==> src/rtl/pulse_height_detector_if.sv <==
// Event output channel of the pulse height detector: single-entry valid/ready register.
interface pulse_height_detector_if #(
  parameter int unsigned DATA_W = 16,
  parameter int unsigned TS_W   = 32,
  parameter int unsigned WID_W  = 8
) ();
  logic                     ev_valid;
  logic                     ev_ready;
  logic signed [DATA_W-1:0] ev_amp;
  logic [TS_W-1:0]          ev_time;
  logic [WID_W-1:0]         ev_width;

  modport master (
    output ev_valid,
    output ev_amp,
    output ev_time,
    output ev_width,
    input  ev_ready
  );

  modport slave (
    input  ev_valid,
    input  ev_amp,
    input  ev_time,
    input  ev_width,
    output ev_ready
  );
endinterface

==> src/rtl/pulse_height_detector.sv <==
// Threshold-crossing event extractor: peak, timestamp and width per pulse, pile-up
// rejection, hold-off dead time and a single-entry event output register.
module pulse_height_detector #(
  parameter int unsigned DATA_W    = 16,
  parameter int unsigned TS_W      = 32,
  parameter int unsigned WID_W     = 8,
  parameter int unsigned MAX_WIDTH = 64
) (
  input  logic                     clk_i,
  input  logic                     reset_ni,
  input  logic signed [DATA_W-1:0] filter_data_i,
  input  logic signed [DATA_W-1:0] threshold_i,
  input  logic [7:0]               holdoff_i,
  pulse_height_detector_if.master  ev_o,
  output logic [15:0]              pileup_cnt_o,
  output logic [15:0]              lost_cnt_o
);

  typedef enum logic [1:0] {StIdle, StActive, StHoldoff} state_e;

  localparam logic [WID_W-1:0] WidthSat = '1;

  state_e                   state_q, state_d;
  logic                     armed_q, armed_d;
  logic [TS_W-1:0]          ts_q;
  logic signed [DATA_W-1:0] peak_q, peak_d;
  logic [TS_W-1:0]          t0_q, t0_d;
  logic [WID_W-1:0]         width_q, width_d;
  logic [7:0]               hcnt_q, hcnt_d;

  logic                     ev_valid_q, ev_valid_d;
  logic signed [DATA_W-1:0] ev_amp_q, ev_amp_d;
  logic [TS_W-1:0]          ev_time_q, ev_time_d;
  logic [WID_W-1:0]         ev_width_q, ev_width_d;
  logic [15:0]              pileup_q, pileup_d;
  logic [15:0]              lost_q, lost_d;

  logic above;
  logic issue;
  logic pile_inc;
  logic load;

  assign above = filter_data_i > threshold_i;

  always_comb begin
    state_d  = state_q;
    armed_d  = armed_q;
    peak_d   = peak_q;
    t0_d     = t0_q;
    width_d  = width_q;
    hcnt_d   = hcnt_q;
    issue    = 1'b0;
    pile_inc = 1'b0;
    unique case (state_q)
      StIdle: begin
        // After hold-off a below-or-equal sample must be seen before re-triggering.
        if (!armed_q) begin
          if (!above) armed_d = 1'b1;
        end else if (above) begin
          state_d = StActive;
          peak_d  = filter_data_i;
          t0_d    = ts_q;
          width_d = WID_W'(1);
        end
      end
      StActive: begin
        if (above) begin
          if (width_q != WidthSat) width_d = width_q + WID_W'(1);
          if (filter_data_i > peak_q) peak_d = filter_data_i;
        end else begin
          state_d = StHoldoff;
          hcnt_d  = holdoff_i;
          armed_d = 1'b0;
          if (32'(width_q) > MAX_WIDTH) pile_inc = 1'b1;
          else                          issue    = 1'b1;
        end
      end
      StHoldoff: begin
        if (hcnt_q == 8'd0) state_d = StIdle;
        else                hcnt_d  = hcnt_q - 8'd1;
      end
      default: state_d = StIdle;
    endcase
  end

  always_comb begin
    load       = issue && (!ev_valid_q || ev_o.ev_ready);
    ev_valid_d = ev_valid_q;
    ev_amp_d   = ev_amp_q;
    ev_time_d  = ev_time_q;
    ev_width_d = ev_width_q;
    pileup_d   = pileup_q;
    lost_d     = lost_q;
    if (load) begin
      ev_valid_d = 1'b1;
      ev_amp_d   = peak_q;
      ev_time_d  = t0_q;
      ev_width_d = width_q;
    end else if (ev_o.ev_ready) begin
      ev_valid_d = 1'b0;
    end
    if (issue && !load && lost_q != 16'hFFFF) lost_d = lost_q + 16'd1;
    if (pile_inc && pileup_q != 16'hFFFF) pileup_d = pileup_q + 16'd1;
  end

  always_ff @(posedge clk_i) begin
    if (!reset_ni) begin
      state_q    <= StIdle;
      armed_q    <= 1'b1;
      ts_q       <= '0;
      peak_q     <= '0;
      t0_q       <= '0;
      width_q    <= '0;
      hcnt_q     <= '0;
      ev_valid_q <= 1'b0;
      ev_amp_q   <= '0;
      ev_time_q  <= '0;
      ev_width_q <= '0;
      pileup_q   <= '0;
      lost_q     <= '0;
    end else begin
      state_q    <= state_d;
      armed_q    <= armed_d;
      ts_q       <= ts_q + TS_W'(1);
      peak_q     <= peak_d;
      t0_q       <= t0_d;
      width_q    <= width_d;
      hcnt_q     <= hcnt_d;
      ev_valid_q <= ev_valid_d;
      ev_amp_q   <= ev_amp_d;
      ev_time_q  <= ev_time_d;
      ev_width_q <= ev_width_d;
      pileup_q   <= pileup_d;
      lost_q     <= lost_d;
    end
  end

  assign ev_o.ev_valid = ev_valid_q;
  assign ev_o.ev_amp   = ev_amp_q;
  assign ev_o.ev_time  = ev_time_q;
  assign ev_o.ev_width = ev_width_q;
  assign pileup_cnt_o  = pileup_q;
  assign lost_cnt_o    = lost_q;

endmodule
==> src/flat_wrapper.sv <==
// flat-port wrapper written by rule: the top's interface ports become plain ports
module pulse_height_detector_flat 
#(
  parameter int unsigned DATA_W    = 16,
  parameter int unsigned TS_W      = 32,
  parameter int unsigned WID_W     = 8,
  parameter int unsigned MAX_WIDTH = 64
)
  (clk_i, reset_ni, filter_data_i, threshold_i, holdoff_i, pileup_cnt_o, lost_cnt_o, ev_o_ev_valid, ev_o_ev_amp, ev_o_ev_time, ev_o_ev_width, ev_o_ev_ready);
  pulse_height_detector_if #(.DATA_W(DATA_W), .TS_W(TS_W), .WID_W(WID_W)) ev_o_i ();
  input  logic clk_i;
  input  logic reset_ni;
  input  logic signed [DATA_W-1:0] filter_data_i;
  input  logic signed [DATA_W-1:0] threshold_i;
  input  logic [7:0] holdoff_i;
  output logic [15:0] pileup_cnt_o;
  output logic [15:0] lost_cnt_o;
  output wire logic [$bits(ev_o_i.ev_valid)-1:0] ev_o_ev_valid;
  output wire logic [$bits(ev_o_i.ev_amp)-1:0] ev_o_ev_amp;
  output wire logic [$bits(ev_o_i.ev_time)-1:0] ev_o_ev_time;
  output wire logic [$bits(ev_o_i.ev_width)-1:0] ev_o_ev_width;
  input wire logic [$bits(ev_o_i.ev_ready)-1:0] ev_o_ev_ready;
  assign ev_o_ev_valid = ev_o_i.ev_valid;
  assign ev_o_ev_amp = ev_o_i.ev_amp;
  assign ev_o_ev_time = ev_o_i.ev_time;
  assign ev_o_ev_width = ev_o_i.ev_width;
  assign ev_o_i.ev_ready = ev_o_ev_ready;
  pulse_height_detector #(.DATA_W(DATA_W), .TS_W(TS_W), .WID_W(WID_W), .MAX_WIDTH(MAX_WIDTH)) u_core (.clk_i(clk_i), .reset_ni(reset_ni), .filter_data_i(filter_data_i), .threshold_i(threshold_i), .holdoff_i(holdoff_i), .ev_o(ev_o_i), .pileup_cnt_o(pileup_cnt_o), .lost_cnt_o(lost_cnt_o));
endmodule
==> config.mk <==
export PLATFORM = sky130hd
export DESIGN_NAME = pulse_height_detector_flat
export DESIGN_NICKNAME = d
export VERILOG_FILES = /design/src/rtl/pulse_height_detector_if.sv /design/src/rtl/pulse_height_detector.sv /design/src/flat_wrapper.sv
export SDC_FILE = /design/constraint.sdc
export NUM_CORES = 1
export LEC_CHECK = 0
export ABC_AREA = 1
export CAP_MARGIN = 20
export CORE_MARGIN = 5
export CORE_UTILIZATION = 43
export CTS_BUF_LIST = sky130_fd_sc_hd__clkbuf_4
export DETAILED_ROUTE_END_ITERATION = 10
export PLACE_DENSITY = 0.68
export SLEW_MARGIN = 0
export SYNTH_ARGS = -nofsm -noshare
export SYNTH_HDL_FRONTEND = slang
export SYNTH_SLANG_ARGS = --single-unit
==> constraint.sdc <==
create_clock -name clk_i -period 2.1 [get_ports clk_i]
set_clock_uncertainty 0.1 [all_clocks]
set_input_delay 0.315 -clock clk_i [delete_from_list [all_inputs] [get_ports clk_i]]
set_output_delay 0.315 -clock clk_i [all_outputs]
set_load 0.005 [all_outputs]
==> results.toml, run 1 <==
[detailed_routing]
wl_um = 25800
routed_via_density = 5.06
firstDrtPassIters = 5
avgRoutedWirePerCell_um = 14.2
drt_iter0_drc = 568
ant_nets = 0
vias = 9188
drc = 0

[synth]
synth_top_area_share_pct = 40.0
synth_area_leaders = "dfxtp_1, nor2_1, nand2_1"
ys.flop_type = "dfxtp_1"
ys_top_cells_by_count = "nor2_1, nand2_1, dfxtp_1"
async_reset_ff_share_pct = 0
synthesis.area_mm2 = 0.00942
syn-num-nets = 1388
synth_edf_count = 0
ys_seq_area_share_pct = 40.0
synth_cells = 1303
synth-seq-cells = 188
ys_warn_count = 0
avgSynthCellArea_um2 = 7.23
synth_top_cell_by_area = "dfxtp_1"
synth.distinct_cells = 49
synth_most_common_cell = "nor2_1"

[place]
portBuffers = 131
hpwl_um = 16300
post-place-ws_ns = -0.928
place.gp.congestion = 0.827

[setup_path]
r2r_slack_ns = -0.11
path_cells = "inv_1 -> ha_1 -> nand4_1 -> nor2_2 -> nand2_1 -> nand3_1 -> nand3_2 -> nand2_4 -> inv_6 -> nor2_4 -> nor2_1 -> nor2_1"
arrival_ns = 2.64
path_class = "reg -> reg"
r2r-end = "u_core.peak_q[4]"
cp-start-kind = "register"
cpMaxStageDelayCell = "dfxtp_1"
crit_path_end_kind = "register"
crit_start = "u_core.peak_q[10]"
critPathMaxFanout = 8
worstPathRequired_ns = 2.52
reg2reg_from = "u_core.peak_q[10]"
crit_end = "u_core.peak_q[4]"
cp_num_buf_inv = 2
cpPeakStageDelay_ns = 0.41
cpMostUsedCell = "nor2_1"
crit_family = "simple AND/OR/NAND/NOR gates"
r2r_cells = 12
crit_cells = 12

[sta]
max_freq_ghz = 0.452
setup_slack_ns = -0.112
period_share_pct = 105
rsz0062_at_grt = "true"
holdWs_ns = 0.136
setup_violations = 16
relSlewSlack_pct = 68.9
slew_viol_final = 0
finalHoldViolCount = 0
setup-tns-final_ns = -0.960
fin_crit_ns = 2.21
tightest_slew_ns = 0.464

[die]
core_mm2 = 0.0217
ios = 132
num_rows = 54
initial_utilization_pct = 43.4
fp.dieW_um = 158
fp.dieH_um = 158
die-area_mm2 = 0.0250

[global_route]
antenna_found_initial = 1
gr-usage-all-layers_pct = 19.8
grt_pass1_wl_um = 40900
grt_max_degree = 52
gr-total-overflow = 0
grt_pass1_vias = 8763

[clock_network]
cts_buffers = 17
cts_max_level = 4
numClockSinks = 188
clkTransAtPathRegs_ns = 0.15
cts_tree = "built"
clk_latency_ns = 0.59
clockBufferDepth = 2
cts-root-buf = "clkbuf_4"

[cells_and_area]
syn2layout_area_growth_pct = 36.9
seqCellArea_mm2 = 0.00380
drive_gt1_share_pct = 21.0
layout.nets = 1609
multi_input_area_mm2 = 0.00527
fill_cells = 1962

[power_and_ir_drop]
p_leak_uw = 0.00535
power.density_mw_per_mm2 = 814
vdd_drop_max_v = 0.000458
total_power_uw = 10500

[worst_hold_path]
min_path_cells = 6
hp-class = "in -> reg"

[run_status]
violations = "setup timing"
status = "complete, but fails checks"

[job]
drv_cap = 0
==> through the flow <==
step / util [%] / cells / cell area, um^2
4_1_cts: 56.5 / 1795 / 12300
3_5_place_dp: 53.3 / 1749 / 11600
6_report: 59.4 / 1817 / 12900
3_3_place_gp: 53.3 / 1749 / 11600
5_1_grt: 59.4 / 1817 / 12900
2_1_floorplan: - / 1303 / 9520
==> cell usage in the layout, fill, tap and decap left out, drive strengths merged, types with 2 or more instances in the layout <==
cell,count
ha,42
mux2i,2
inv,146
bufinv,2
nand2,229
o2111ai,2
xor2,12
nor3,33
clkdlybuf4s50,98
clkdlybuf4s15,5
nand3,88
nor3b,3
o21bai,5
nor2,268
clkbuf,28
clkinvlp,2
nor4,3
and3,3
a21oi,92
dfxtp,188
nand4,32
xnor2,9
a31oi,2
o21a,7
clkinv,7
o21ai,81
buf,117
dlygate4sd2,15
dlymetal6s2s,7
==> metal layers <==
layer,up-vias,wire length (um),GRT usage (%),share of wire [%]
met2,207,12500,33.3,49
met3,40,1320,4.84,5.1
met4,0,405,5.00,1.6
li1,4657,-,-,-
met1,4284,11600,25.8,45
met5,-,0,0,0
==> state kept, by name, summed over array words and instances (netlist names), 16 cells and up <==
name and cells:
u_core.lost_cnt_o 16, u_core.ev_o.ev_amp 16, u_core.pileup_cnt_o 16, u_core.ts_q 32, u_core.peak_q 16, u_core.ev_o.ev_time 32
u_core.t0_q 32
==> worst register-to-register path: stages, from the launching register on <==
cell	delay (ns)
dfxtp_1	0.41
inv_1	0.06
ha_1	0.31
nand4_1	0.13
nor2_2	0.19
nand2_1	0.11
nand3_1	0.11
nand3_2	0.11
nand2_4	0.16
inv_6	0.06
nor2_4	0.25
nor2_1	0.08
nor2_1	0.10
==> cells by family (layout without fill, tap and decap cells) <==
| logic type | Yosys count | count (layout) | share of synthesized area [%] |
|---|---|---|---|
| other | 0 | 1 | 0 |
| muxes | 2 | 2 | 0.213 |
| and+or+nand+nor | 659 | 660 | 30.7 |
| DFF | 188 | 188 | 40.0 |
| adders and majority gates | 42 | 42 | 5.58 |
| xor gates and xnor gates | 21 | 21 | 1.95 |
| AOI/OAI and AO/OA | 194 | 195 | 11.4 |
| buffers and inverters | 197 | 428 | 10.2 |
==> cell type report <==
type	count	area share [%]
inverters	144	4.50
clock buffers	18	1.05
multi-input cells	920	40.9
flip-flops and latches	188	29.5
well taps	280	2.72
clock inverters	13	1.11
diodes	1	0.0194
repair buffers	253	20.3
==> timing repair <==
action | in CTS | in global routing
gates cloned | 6 | 6
pin swaps | 25 | 60
endpoints found under the setup margin | 156 | 167
hold endpoints to repair | 16 | 0
gates resized for setup | 87 | 130
hold buffers | 1 | 0
buffers inserted | 8 | 18
==> how the worst min path moves through the flow <==
stage | from | end | slack, ns
floorplan | u_core.ts_q[0] | u_core.ts_q[0] | 0.33
global placement | u_core.t0_q[10] | u_core.ev_o.ev_time[10] | 0.35
detailed placement | u_core.ev_o.ev_width[7] | u_core.ev_o.ev_width[7] | 0.35
CTS | filter_data_i[2] | u_core.peak_q[2] | 0.19
global route | filter_data_i[4] | u_core.peak_q[4] | 0.13
finish | filter_data_i[8] | u_core.peak_q[8] | 0.14
==> where the power goes <==
group	internal, uW	switching [uW]	leakage (uW)
Combinational	1930	2220	0.00367
Sequential	4000	317	0.00154
Clock	724	1290	0.000146
Total	6660	3830	0.00535
Note: power is estimated with default switching activity, not from simulation.
==> run 2, diff against run 1 <==
CORE_ASPECT_RATIO = 0.7   (was not set)
RECOVER_POWER = 100   (was not set)
==> results.toml, run 2 (same netlist as run 1, synthesis figures left out) <==
[cells_and_area]
seqCellArea_mm2 = 0.00380
final_cell_mix = "nand2_1, nor2_1, dfxtp_1"
multi_input_area_mm2 = 0.00543
layout.nets = 1607
antenna_cells = 0
fill_cells = 1936
mostFrequentLayoutCell = "nand2_1"
syn2layout_area_growth_pct = 39.0
drive_gt1_share_pct = 23.7
instances_no_fill = 1817

[setup_path]
arrival_ns = 2.49
path_class = "in -> reg"
cp-start-kind = "input port"
worstPathRequired_ns = 2.49
crit_path_end_kind = "register"
critPathMaxFanout = 8
r2r_cells = 17

[place]
numPlacedInstances = 1741
portBuffers = 131
hpwl_um = 16700
place.gp.congestion = 0.816

[power_and_ir_drop]
power_switching_uw = 4010
vdd_drop_max_v = 0.000421
p_leak_uw = 0.00554
seqPwrFrac_pct = 40.4
power.density_mw_per_mm2 = 819
p_clk_share_pct = 20.5
power_frac_comb_pct = 39.1
switching_share_pct = 37.4
p_int_uw = 6710

[die]
core_mm2 = 0.0216
ios = 132
fp.dieW_um = 187
initial_utilization_pct = 43.6
fp.dieH_um = 134
num_rows = 45
die-area_mm2 = 0.0250

[run_status]
status = "finished clean"

[sta]
rsz0062_at_grt = "true"
holdWs_ns = 0.132
max_freq_ghz = 0.477
relSlewSlack_pct = 47.5
period_share_pct = 99.9
tightest_slew_ns = 0.787
fin_crit_ns = 2.10
setup_violations = 0
setup-tns-final_ns = 0
finalHoldViolCount = 0
slew_viol_final = 0

[global_route]
grt_max_degree = 95
gr-usage-all-layers_pct = 18.9
grt_pass1_vias = 8366
grt_pass1_wl_um = 40100
antenna_found_initial = 0
gr-total-overflow = 0

[clock_network]
numClockSinks = 188
clockBufferDepth = 2
cts_buffers = 17
cts-root-buf = "clkbuf_4"
cts_max_level = 4
clk_latency_ns = 0.60
cts_tree = "built"
clkTransAtPathRegs_ns = 0.17

[worst_hold_path]
hp-class = "in -> reg"
min_path_cells = 6

[detailed_routing]
vias = 9145
firstDrtPassIters = 5
avgRoutedWirePerCell_um = 14.2
drt_iter0_drc = 586
routed_via_density = 5.03
drc = 0
ant_nets = 0
wl_um = 25900

[job]
drv_cap = 0
## run 2: area by class of cell
cell class / instances / area share, %
multi-input cells: 920 / 41.5
flip-flops and latches: 188 / 29.1
repair buffers: 250 / 19.8
inverters: 144 / 4.49
well taps: 282 / 2.70
clock inverters: 15 / 1.48
clock buffers: 17 / 0.975
repair inverters: 1 / 0.0669
## run 2: power groups by stage
stage / logic [uW] / clock network (uW) / registers [uW]
CTS: 3560 / 2240 / 4290
finish: 4200 / 2190 / 4330
global placement: 3220 / 0 / 4350
detailed placement: 3290 / 0 / 4360
global route: 4640 / 2390 / 4380
floorplan: 2200 / 0 / 4310
## run 2: repair_timing
action                     CTS  global route
setup endpoints to repair  156           171
cloned                       3             7
hold buffers                 1             0
hold endpoints to repair    26             0
pin swaps                   15            57
resized for setup           71           190
setup buffers               19            14
## run 2: critical path, cell delays in order
cell and delay [ns]:
dlygate4sd2_1 0.27, ha_4 0.28, nand4_1 0.13, nor3_2 0.33, nand2_4 0.11, nand2_2 0.08
nand2_2 0.07, nand3_4 0.10, nand3_4 0.09, nor2_4 0.12, buf_6 0.15, clkinv_8 0.12
clkbuf_16 0.19, nor2_4 0.09, nor2_1 0.04
## run 2: routing by layer
metal	GRT usage, %	share of wire [%]	vias up
li1	-	-	4651
met1	26.8	49	4243
met2	28.6	43	231
met3	5.70	6.2	20
met4	3.98	1.2	0
met5	0	0	-
## run 2: metrics by stage
| stage | instance area, um^2 | utilization, % | power, uW | setup slack (ns) |
|---|---|---|---|---|
| finish | 13100 | 60.5 | 10700 | 0.00168 |
| detailed placement | 11500 | 53.1 | 7650 | -0.917 |
| floorplan | 9520 | - | 6510 | -0.0467 |
| CTS | 12200 | 56.4 | 10100 | -0.0187 |
| global placement | 11500 | 53.1 | 7570 | -0.841 |
| global route | 13100 | 60.5 | 11400 | -0.164 |
## run 2: final timing paths
path                                 from                 endpoint  slack (ns)
setup / recovery         filter_data_i[9]  u_core.ev_o.ev_time[26]       0.002
hold reg to reg   u_core.ev_o.ev_width[7]  u_core.ev_o.ev_width[7]        0.37
setup reg to reg         u_core.peak_q[1]        u_core.peak_q[15]        0.01
hold / removal           filter_data_i[0]         u_core.peak_q[0]        0.13
